$ cat src/rtl/trajectory_trail.sv
`default_nettype none
// ============================================================================
// Module   : trajectory_trail
// Purpose  : Ring buffer of recent ball centroids rendered as age-faded dots,
//            producing a 24-bit overlay pixel (0 = transparent).
// Revision : 1.0 - initial release
// ============================================================================
module trajectory_trail #(
    parameter int          DEPTH        = 8,
    parameter int          RADIUS       = 3,
    parameter int          SAMPLE_EVERY = 2,
    parameter logic [23:0] BASE_COLOR   = 24'hFFCC00
) (
    input  logic        clk_pixel_in,
    input  logic        rst_in,
    input  logic [10:0] hcount_in,
    input  logic [9:0]  vcount_in,
    input  logic        new_frame_in,
    input  logic [10:0] centroid_x_in,
    input  logic [9:0]  centroid_y_in,
    input  logic        centroid_valid_in,
    input  logic        enable_in,
    input  logic        clear_in,
    output logic [23:0] trajectory_pixel_out
);

    localparam int PTR_W = (DEPTH > 1) ? $clog2(DEPTH) : 1;
    localparam int CNT_W = $clog2(DEPTH + 1);
    localparam int FC_W  = (SAMPLE_EVERY > 1) ? $clog2(SAMPLE_EVERY) : 1;

    localparam logic [FC_W-1:0]  FC_LAST    = FC_W'(SAMPLE_EVERY - 1);
    localparam logic [PTR_W-1:0] PTR_LAST   = PTR_W'(DEPTH - 1);
    localparam logic [CNT_W-1:0] CNT_FULL   = CNT_W'(DEPTH);
    localparam logic [PTR_W:0]   DEPTH_WIDE = (PTR_W + 1)'(DEPTH);
    localparam logic [11:0]      RADIUS_12  = 12'(RADIUS);
    localparam logic [7:0]       BASE_R     = BASE_COLOR[23:16];
    localparam logic [7:0]       BASE_G     = BASE_COLOR[15:8];
    localparam logic [7:0]       BASE_B     = BASE_COLOR[7:0];

    logic [10:0]      entry_x_q [DEPTH];
    logic [9:0]       entry_y_q [DEPTH];
    logic [PTR_W-1:0] wr_ptr_q, wr_ptr_d;
    logic [CNT_W-1:0] count_q,  count_d;
    logic [FC_W-1:0]  fcnt_q,   fcnt_d;
    logic [DEPTH-1:0] hit_q,    hit_d;
    logic [23:0]      pix_q,    pix_d;

    logic w_sample;
    logic w_push;

    assign w_sample = new_frame_in && (fcnt_q == FC_LAST) && enable_in && centroid_valid_in;
    assign w_push   = w_sample && !clear_in;

    // Clear has priority over both the frame counter and any coincident push.
    always_comb begin
        wr_ptr_d = wr_ptr_q;
        count_d  = count_q;
        fcnt_d   = fcnt_q;
        if (clear_in) begin
            wr_ptr_d = '0;
            count_d  = '0;
            fcnt_d   = '0;
        end else begin
            if (new_frame_in) begin
                fcnt_d = (fcnt_q == FC_LAST) ? '0 : fcnt_q + 1'b1;
            end
            if (w_push) begin
                wr_ptr_d = (wr_ptr_q == PTR_LAST) ? '0 : wr_ptr_q + 1'b1;
                if (count_q != CNT_FULL) begin
                    count_d = count_q + 1'b1;
                end
            end
        end
    end

    always_ff @(posedge clk_pixel_in or posedge rst_in) begin
        if (rst_in) begin
            wr_ptr_q <= '0;
            count_q  <= '0;
            fcnt_q   <= '0;
            for (int i = 0; i < DEPTH; i++) begin
                entry_x_q[i] <= '0;
                entry_y_q[i] <= '0;
            end
        end else begin
            wr_ptr_q <= wr_ptr_d;
            count_q  <= count_d;
            fcnt_q   <= fcnt_d;
            if (w_push) begin
                entry_x_q[wr_ptr_q] <= centroid_x_in;
                entry_y_q[wr_ptr_q] <= centroid_y_in;
            end
        end
    end

    // Stage 1: one comparator pair per age; age k lives at (wr_ptr-1-k) mod DEPTH.
    for (genvar k = 0; k < DEPTH; k++) begin : g_age
        logic [PTR_W:0]     w_sum;
        logic [PTR_W-1:0]   w_idx;
        logic signed [11:0] w_dx;
        logic signed [11:0] w_dy;
        logic [11:0]        w_adx;
        logic [11:0]        w_ady;
        logic               w_valid;

        assign w_sum   = {1'b0, wr_ptr_q} + (PTR_W + 1)'(DEPTH - 1 - k);
        assign w_idx   = (w_sum >= DEPTH_WIDE) ? PTR_W'(w_sum - DEPTH_WIDE) : PTR_W'(w_sum);
        assign w_dx    = $signed({1'b0, hcount_in}) - $signed({1'b0, entry_x_q[w_idx]});
        assign w_dy    = $signed({2'b00, vcount_in}) - $signed({2'b00, entry_y_q[w_idx]});
        assign w_adx   = w_dx[11] ? 12'(-w_dx) : 12'(w_dx);
        assign w_ady   = w_dy[11] ? 12'(-w_dy) : 12'(w_dy);
        assign w_valid = CNT_W'(k) < count_q;
        assign hit_d[k] = w_valid && (w_adx <= RADIUS_12) && (w_ady <= RADIUS_12);
    end

    // Stage 2: the newest hitting point wins; colour halves with every step of age.
    always_comb begin
        pix_d = '0;
        for (int k = DEPTH - 1; k >= 0; k--) begin
            if (hit_q[k]) begin
                pix_d = {BASE_R >> k, BASE_G >> k, BASE_B >> k};
            end
        end
    end

    always_ff @(posedge clk_pixel_in or posedge rst_in) begin
        if (rst_in) begin
            hit_q <= '0;
            pix_q <= '0;
        end else begin
            hit_q <= hit_d;
            pix_q <= pix_d;
        end
    end

    assign trajectory_pixel_out = pix_q;

endmodule
`default_nettype wire
$ cat config.mk
export PLATFORM = sky130hd
export DESIGN_NAME = trajectory_trail
export DESIGN_NICKNAME = d
export VERILOG_FILES = /design/src/rtl/trajectory_trail.sv
export SDC_FILE = /design/constraint.sdc
export NUM_CORES = 1
export LEC_CHECK = 0
export CORE_MARGIN = 2
export CORE_UTILIZATION = 56
export CTS_CLUSTER_SIZE = 25
export DETAILED_ROUTE_END_ITERATION = 8
export PLACE_DENSITY = 0.79
export SLEW_MARGIN = 20
export SYNTH_ARGS = -nofsm -noshare
export SYNTH_HDL_FRONTEND = slang
export SYNTH_SLANG_ARGS = --single-unit
$ cat constraint.sdc
create_clock -name clk_pixel_in -period 6.9 [get_ports clk_pixel_in]
set_clock_uncertainty 0.05 [all_clocks]
set_input_delay 1.035 -clock clk_pixel_in [delete_from_list [all_inputs] [get_ports clk_pixel_in]]
set_output_delay 1.035 -clock clk_pixel_in [all_outputs]
set_load 0.01 [all_outputs]
; ---- Word-level counts from Yosys, hierarchy flattened
; Cells that the tools add are included.
; W data, S select, Z words.
[totals]
ff_bits = 208
in_bits = 48
output_inout_bits = 24
[classes]
addsub = 50
magnitude_cmp = 42
eq_ne = 2
n_mux = 95
bitwise = 9
reduce_logical = 26
[op_table]
columns = operator, count
row1 = $bmux W11 S3, 8
row2 = $bmux W10 S3, 8
row3 = $le A12 B2 Y1 const B, 16
row4 = $mux W12, 16
row5 = $mux W11, 17
row6 = $mux W10, 17
row7 = $mux W24, 7
row8 = $neg A11 Y12, 8
row9 = $neg A12 Y12, 8
row10 = $sub A11 B11 Y12, 8
row11 = $bwmux W88, 1
row12 = $sub A10 B10 Y11, 8
row13 = $bwmux W80, 1
row14 = $ge A4 B4 Y1 const B, 16
row15 = $not A3 Y4, 9
row16 = $demux W11 S3, 1
row17 = $mux W3, 11
row18 = $demux W10 S3, 1
row19 = $sub A3 B1 Y3 const B, 8
row20 = $logic_and A1 B1 Y1, 21
row21 = $mux W17, 1
row22 = $add A3 B3 Y4 const B, 4
row23 = $lt A3 B4 Y1 const A, 4
row24 = $mux W4, 3
row25 = 15 further kinds, 22

; ---- Depth between registers and ports, before layout
; Gate-level depths: netlist (run 1).
[depth]
word_depth = 13
depth_mapped = 22
mapped_depth_nobuf = 17

; ---- Least setup slack after synthesis (run 1)
; Ideal clock, no wire load.
[synth_path]
path_kind = register -> register
startpoint = register wr_ptr_q[1]
endpoint = register hit_q[0]
arrival_time_ns = 5.724
t_required_ns = 6.749
path_slack_ns = 1.025
path_stages_with_launch = 22
path_buffers = 7
cell_sequence = dfrtp_1 clkbuf_1 clkbuf_1 clkbuf_1 inv_1 ha_1 buf_1 clkbuf_1 buf_1 mux4_2 mux2i_1 ha_1 clkbuf_1 o21ai_0 a21oi_1 or4_1 a21oi_2 o21ai_1 or3_1 o21ai_0 o221ai_1 nor4_1
[synth_between]
elab_chain_len = 13
elab_cells_between_ends = 21
cone_classes = add/sub: 6 / order compare: 3 / mux: 9 / bitwise: 1 / reduce/logical: 2
[synth_rtl]
columns = element, line
row1 = "start, declared", 42  ; logic [PTR_W-1:0] wr_ptr_q, wr_ptr_d;
row2 = "start signal, assigned", 86  ; wr_ptr_q <= wr_ptr_d;
row3 = $add A3 B3 Y4 *, 106  ; assign w_sum = {1'b0, wr_ptr_q} + (PTR_W + 1)'(DEPTH - 1 - k);
row4 = $ge A4 B4 Y1 / $sub A3 B1 Y3 (equally long branches), 107  ; assign w_idx = (w_sum >= DEPTH_WIDE) ? PTR_W'(w_sum - DEPTH_WIDE) : PTR_W'(w_sum);
row5 = $mux W3 *, 107
row6 = $not A3 Y4 (not written as such) *, "108, 109"
row7 = $bmux W11 S3, 108  ; assign w_dx = $signed({1'b0, hcount_in}) - $signed({1'b0, entry_x_q[w_idx]});
row8 = $mux W11 (not written as such) (2 in series), 108
row9 = $sub A11 B11 Y12, 108
row10 = $neg A12 Y12, 110  ; assign w_adx = w_dx[11] ? 12'(-w_dx) : 12'(w_dx);
row11 = $mux W12, 110
row12 = $le A12 B2 Y1, 113  ; assign hit_d[k] = w_valid && (w_adx <= RADIUS_12) && (w_ady <= RADIUS_12);
row13 = $logic_and A1 B1 Y1, 113
row14 = $logic_and A1 B1 Y1 *, 113
row15 = net hit_d[0], 45  ; logic [DEPTH-1:0] hit_q, hit_d;
row16 = "end signal, assigned", 131  ; hit_q <= hit_d;
row17 = "end, declared", 45
; The timed path passes the listed nets; every way through them passes the cells marked *. The select of a mux whose other input is x is not followed.
; A chain may end at the register's enable or synchronous reset.

; ---- Worst setup path after layout (run 1)
[layout_path]
startpoint = register wr_ptr_q[1]
endpoint = register hit_q[4]
[layout_between]
elab_chain_len = 13
elab_cells_between_ends = 21
cone_classes = add/sub: 6 / order compare: 3 / mux: 9 / bitwise: 1 / reduce/logical: 2
[layout_rtl]
columns = element, line
row1 = $add A3 B2 Y4 *, 106
row2 = $ge A4 B4 Y1 / $sub A3 B1 Y3 (equally long branches), 107
row3 = $mux W3 *, 107
row4 = $not A3 Y4 (not written as such) *, "108, 109"
row5 = $bmux W11 S3, 108
row6 = $mux W11 (not written as such) (2 in series), 108
row7 = $sub A11 B11 Y12, 108
row8 = $neg A12 Y12, 110
row9 = $mux W12, 110
row10 = $le A12 B2 Y1, 113
row11 = $logic_and A1 B1 Y1, 113
row12 = $logic_and A1 B1 Y1 *, 113
row13 = net hit_d[4], 45
; Marked as above.

==> results of run 1 <==
flip-flops by register name (all words and copies together) (netlist names):
register and count:
count_q 4, hit_q 8, fcnt_q 1, entry_x_q 88, entry_y_q 80, wr_ptr_q 3, trajectory_pixel_out 14
cell usage after synthesis (all sizes together), types with 8 or more instances:
cell	n
o2111ai	10
a211o	12
nor4	10
o31a	13
mux4	168
ha	195
dfrtp	198
o22ai	11
nand2b	46
o21ai	120
xor2	64
a2111oi	8
nand2	163
o31ai	12
clkbuf	62
nor2	168
a21oi	148
nand4	11
nor3b	13
mux2	179
a31oi	20
mux2i	158
and2	26
a21o	29
nor2b	27
nand3b	11
or2	23
nor3	74
fa	16
or3	22
xnor2	71
nand3	46
a211oi	24
buf	33
o21a	25
and3	26
inv	73
worst min-delay path by stage:
| stage | startpoint | end | cells after the start |
|---|---|---|---|
| floorplan | hit_q[0]$_DFF_PP0_ | trajectory_pixel_out[15]$_DFF_PP0_ | 0 |
| global placement | hit_q[7]$_DFF_PP0_ | trajectory_pixel_out[16]$_DFF_PP0_ | 1 |
| detailed placement | hit_q[7]$_DFF_PP0_ | trajectory_pixel_out[16]$_DFF_PP0_ | 1 |
| CTS | hit_q[7]$_DFF_PP0_ | trajectory_pixel_out[16]$_DFF_PP0_ | 1 |
| global route | hit_q[7]$_DFF_PP0_ | trajectory_pixel_out[16]$_DFF_PP0_ | 1 |
| finish | hit_q[7]$_DFF_PP0_ | trajectory_pixel_out[16]$_DFF_PP0_ | 1 |
worst register-to-register path: stages, from the launching register on:
cell and delay, ns:
dfrtp_4 0.85, inv_1 0.25, ha_4 0.67, buf_12 0.36, mux4_2 0.59, mux2i_1 0.44
ha_1 0.38, or2_2 0.30, o211ai_1 0.16, nor2_1 0.09, a211oi_1 0.37, nand4_1 0.23
nor3_1 0.32, nand3_1 0.13, a2111oi_0 0.43, mux2i_1 0.28, a211oi_1 0.23
power breakdown:
| group | leakage, nW | internal [W] | switching (W) |
|---|---|---|---|
| Sequential | 2.74 | 0.00119 | 0.0000492 |
| Combinational | 7.52 | 0.000536 | 0.000823 |
| Clock | 0.303 | 0.000566 | 0.000529 |
| Total | 10.6 | 0.00230 | 0.00140 |
final cells by class:
type	count	area, um^2	area share, %
Antenna cell	1	2.50	0.00977
Timing Repair Buffer	89	838	3.27
Clock buffer	19	453	1.77
Inverter	73	282	1.10
Multi-Input combinational cell	2074	18200	71.2
Tap cell	539	674	2.63
Sequential cell	198	4960	19.4
Clock inverter	13	168	0.654
cell families after synthesis:
logic type,Yosys count,synth area share (%)
DFF,198,20.8
AOI/OAI and AO/OA,516,14.0
other,1,0.0158
adders and majority gates,211,11.6
xor gates and xnor gates,135,4.97
and+or+nand+nor,699,14.8
muxes,505,31.0
buffers and inverters,168,2.84
through the flow:
stage / power, W / hold slack (ns)
detailed placement: 0.00258 / 0.423
global placement: 0.00254 / 0.426
finish: 0.00370 / 0.461
global route: 0.00387 / 0.485
floorplan: 0.00222 / 0.374
CTS: 0.00367 / 0.449
metal layers:
metal	up-vias	GRT usage (%)
met3	129	9.62
met2	1110	51.7
met1	10441	47.5
li1	9353	-
met4	2	11.4
met5	-	0
==> results_dict.tcl, run 1 <==
set metrics [dict create \
    rows 75 \
    synthCells 2433 \
    cp_slowest_cell "dfrtp_4" \
    netlist_area_um2 23800 \
    final_cell_mix "195 x dfrtp_1, 193 x ha_1, 179 x mux2_2, 168 x mux4_2, 168 x nor2_1" \
    synth.distinct_cells 88 \
    dp.cells 2973 \
    maxSlewViolCount 0 \
    critPathTopFamily "multiplexers" \
    relSlewSlack_pct 32.5 \
    crit_type "register to register" \
    drive_above_1_share_pct 18.4 \
    ff2ff_path_depth 16 \
    crit_path_start "wr_ptr_q[1]$_DFFE_PP0P_" \
    path_depth 16 \
    cts_buffers 17 \
    grtUsageTotal_pct 34.2 \
    drcViolationCount 0 \
    wl_met1_mm 31.6 \
    cts_root_buf "clkbuf_16" \
    placed_area_um2 25000 \
    ant_nets 0 \
    die_h_um 210 \
    path_cells "inv_1, ha_4, buf_12, mux4_2, mux2i_1, ha_1, or2_2, o211ai_1, nor2_1, a211oi_1, nand4_1, nor3_1, nand3_1, a2111oi_0, mux2i_1, a211oi_1" \
    start_util_pct 56.8 \
    yosysTopAreaCellShare_pct 20.8 \
    cp-endpoint "hit_q[4]$_DFF_PP0_" \
    cts_tree "done" \
    setup_tns_ns 0 \
    met3_length_mm 8.48 \
    design_area_um2 25600 \
    period_share_pct 90.3 \
    final_common_cell "dfrtp_1" \
    rsz0062_at_grt "false" \
    r2r-end "hit_q[4]$_DFF_PP0_" \
    worstSetupEndpointType "register" \
    wire_per_inst_um 25.1 \
    rr_startpoint "wr_ptr_q[1]$_DFFE_PP0P_" \
    hp-class "register to register" \
    grt_pass1_wl_mm 115 \
    cap_violations 0 \
    yosysTopAreaCell "dfrtp_1" \
    setup_viol 0 \
    portBuffers 63 \
    ctsHoldBuffers 0 \
    htreeDepth 4 \
    min_period_ns 6.23 \
    leakage_nw 10.6 \
    post_cts_buffers 0 \
    wl_mm 75.6 \
    pre_cts_ws_ns 0.837 \
    utilization_pct 61.1 \
    grt_remaining_overflow 0 \
    synthArstFlopShare_pct 100 \
    clk_latency_ns 0.50 \
    critPathBufInv 2 \
    via_count 21035 \
    dr.pass1.iters 5 \
    powerDensity_nw_per_um2 144 \
    worst_pin_slew_ns 1.01 \
    grt_pass1_vias 19658 \
    nFillCells 3396 \
    critical_path_required_ns 7.26 \
    cts.sinks 198 \
    rrSetupSlack_ns 0.67 \
    fmax_ghz 0.160 \
    globalplace.congestion 1.01 \
    critPathLaunchType "register" \
    final_nets 2712 \
    postSynthAreaPerCell_um2 9.78 \
    synth_edf_count 0 \
    clk_pin_slew_ns 0.09 \
    synth-seq-cells 198 \
    die_area_um2 44200 \
    synthTopCellsByArea "dfrtp_1 21%, mux4_2 16%, ha_1 10%" \
    ys_warn_count 0 \
    area_growth_pct 7.64 \
    cts_max_path_buffers 2 \
    crit_arrival_ns 6.59 \
    peakVddDrop_v 0.000186 \
    grt_max_degree 136 \
    synth_ff_type "dfrtp_1" \
    wl_met2_mm 33.3 \
    final_cells 3006 \
    antenna_found_initial 2 \
    core_area_um2 41900 \
    top_layer "met5" \
    drt_iter0_markers 2728 \
    critPathMaxFanout 49 \
    hold_viol_final 0 \
    slowest_delay_ns 0.85 \
    io_pins 72 \
    outcome "finished, final reports clean" \
    hpwl_mm 58.5 \
    setup_ws_ns 0.668 \
    viasPerCell 7.00 \
    post_cts_resized 0 \
    ys_seq_area_share_pct 20.8 \
    die_w_um 210 \
]
No activity file was read; power rests on OpenSTA's default activity.
==> run 2, diff against run 1 <==
--- a/config.mk
+++ b/config.mk
@@ -5,7 +5,6 @@
 export SDC_FILE = /design/constraint.sdc
 export NUM_CORES = 1
 export LEC_CHECK = 0
-export CORE_MARGIN = 2
 export CORE_UTILIZATION = 56
 export CTS_CLUSTER_SIZE = 25
 export DETAILED_ROUTE_END_ITERATION = 8
==> results_dict.tcl, run 2 (synthesis gave the netlist of run 1 again) <==
set metrics [dict create \
    cts_root_buf "clkbuf_16" \
    crit_arrival_ns 6.36 \
    antenna_found_initial 3 \
    cts_buffers 17 \
    wire_per_inst_um 25.2 \
    slowest_delay_ns 0.65 \
    portBuffers 63 \
    critPathLaunchType "register" \
    final_cells 3007 \
    hp-class "register to register" \
    via_count 21215 \
    final_common_cell "dfrtp_1" \
    cts_tree "done" \
    setup_viol 0 \
    outcome "finished, final reports clean" \
    critPathMaxFanout 89 \
    maxSlewViolCount 0 \
    grtUsageTotal_pct 35.0 \
    regMostFlops "entry_x_q" \
    htreeDepth 4 \
    core_area_um2 41900 \
    rsz0062_at_grt "false" \
    hpwl_mm 58.3 \
    rr_startpoint "wr_ptr_q[0]$_DFFE_PP0P_" \
    area_growth_pct 7.91 \
    drcViolationCount 0 \
    fmax_ghz 0.166 \
    leakage_nw 10.6 \
    r2r-end "hit_q[2]$_DFF_PP0_" \
    clk_latency_ns 0.49 \
    die_area_um2 43300 \
    post_cts_resized 0 \
    globalplace.congestion 1.02 \
    final_nets 2713 \
    die_h_um 208 \
    final_cell_mix "195 x dfrtp_1, 193 x ha_1, 179 x mux2_2, 168 x mux4_2, 168 x nor2_1" \
    worstSetupEndpointType "register" \
    hold_viol_final 0 \
    design_area_um2 25700 \
    drt_iter0_markers 2623 \
    cp-endpoint "hit_q[2]$_DFF_PP0_" \
    cts_max_path_buffers 2 \
    peakVddDrop_v 0.000182 \
    relSlewSlack_pct 20.1 \
    rows 75 \
    post_cts_buffers 0 \
    wl_mm 75.9 \
    viasPerCell 7.06 \
    grt_pass1_vias 19918 \
    cts.sinks 198 \
    powerDensity_nw_per_um2 148 \
    dr.pass1.iters 6 \
    grt_max_degree 131 \
    worst_pin_slew_ns 1.20 \
    crit_path_start "wr_ptr_q[0]$_DFFE_PP0P_" \
    placed_area_um2 25000 \
    drive_above_1_share_pct 18.4 \
    period_share_pct 87.3 \
    critical_path_required_ns 7.24 \
    crit_type "register to register" \
    min_period_ns 6.03 \
    setup_tns_ns 0 \
    grt_remaining_overflow 0 \
    largest_reg_flops 88 \
    ant_nets 0 \
    grt_pass1_wl_mm 116 \
    clk_pin_slew_ns 0.09 \
    path_cells "buf_12, buf_4, mux4_2, mux2i_1, inv_1, fa_1, nand2b_1, a21oi_1, o21a_1, o21ai_0, a21oi_1, xor2_1, a41oi_1, o21ai_0, nand4_1, nor4_1" \
    dp.cells 2974 \
    cp_slowest_cell "dfrtp_4" \
    ff2ff_path_depth 16 \
    die_w_um 208 \
    rrSetupSlack_ns 0.87 \
    io_pins 72 \
    timing.hold.ws_ns 0.449 \
    cap_violations 0 \
    ctsHoldBuffers 0 \
    start_util_pct 56.8 \
]
## run 2: layer usage
| layer | GRT usage, % | up-vias | share of wire [%] |
|---|---|---|---|
| met5 | 0 | - | 0.030 |
| met4 | 15.1 | 4 | 4.4 |
| met3 | 10.4 | 211 | 12 |
| met2 | 53.0 | 1207 | 44 |
| met1 | 46.6 | 10440 | 39 |
| li1 | - | 9353 | - |
## run 2: area by class of cell
| cell class | instances | area [um^2] |
|---|---|---|
| diodes | 1 | 2.50 |
| clock buffers | 20 | 467 |
| clock inverters | 12 | 209 |
| fillers | 3447 | 16300 |
| inverters | 73 | 282 |
| multi-input cells | 2074 | 18200 |
| flip-flops and latches | 198 | 4960 |
| well taps | 539 | 674 |
| repair buffers | 90 | 846 |
## run 2: power breakdown
group,internal (W),switching (W)
registers,0.00119,0.0000531
logic,0.000537,0.000843
clock network,0.000651,0.000529
## run 2: worst min path at each step
stage	start	to	slack (ns)	cells past startpoint
detailed placement	hit_q[1]$_DFF_PP0_	trajectory_pixel_out[21]$_DFF_PP0_	0.43	1
finish	hit_q[1]$_DFF_PP0_	trajectory_pixel_out[21]$_DFF_PP0_	0.45	1
global route	hit_q[1]$_DFF_PP0_	trajectory_pixel_out[21]$_DFF_PP0_	0.49	1
floorplan	hit_q[0]$_DFF_PP0_	trajectory_pixel_out[15]$_DFF_PP0_	0.37	0
global placement	hit_q[1]$_DFF_PP0_	trajectory_pixel_out[21]$_DFF_PP0_	0.43	1
CTS	hit_q[1]$_DFF_PP0_	trajectory_pixel_out[21]$_DFF_PP0_	0.45	1
## run 2: critical path: cells and delay by family, from the launching register on
kind | cells | cell delay (ns)
compound gates | 6 | 1.34
flops | 1 | 0.65
simple gates | 3 | 0.72
fa+ha+maj | 1 | 0.47
mux | 2 | 1.00
buf+inv | 3 | 1.17
xor+xnor | 1 | 0.48
## run 2: metrics by stage
| step | setup WS, ns | power (W) | utilization (%) |
|---|---|---|---|
| finish | 0.874 | 0.00380 | 61.2 |
| global route | 0.566 | 0.00397 | 61.2 |
| CTS | 0.906 | 0.00377 | 61.2 |
| detailed placement | 0.946 | 0.00261 | 59.6 |
| global placement | 1.10 | 0.00256 | 59.6 |
| floorplan | 0.418 | 0.00222 | - |
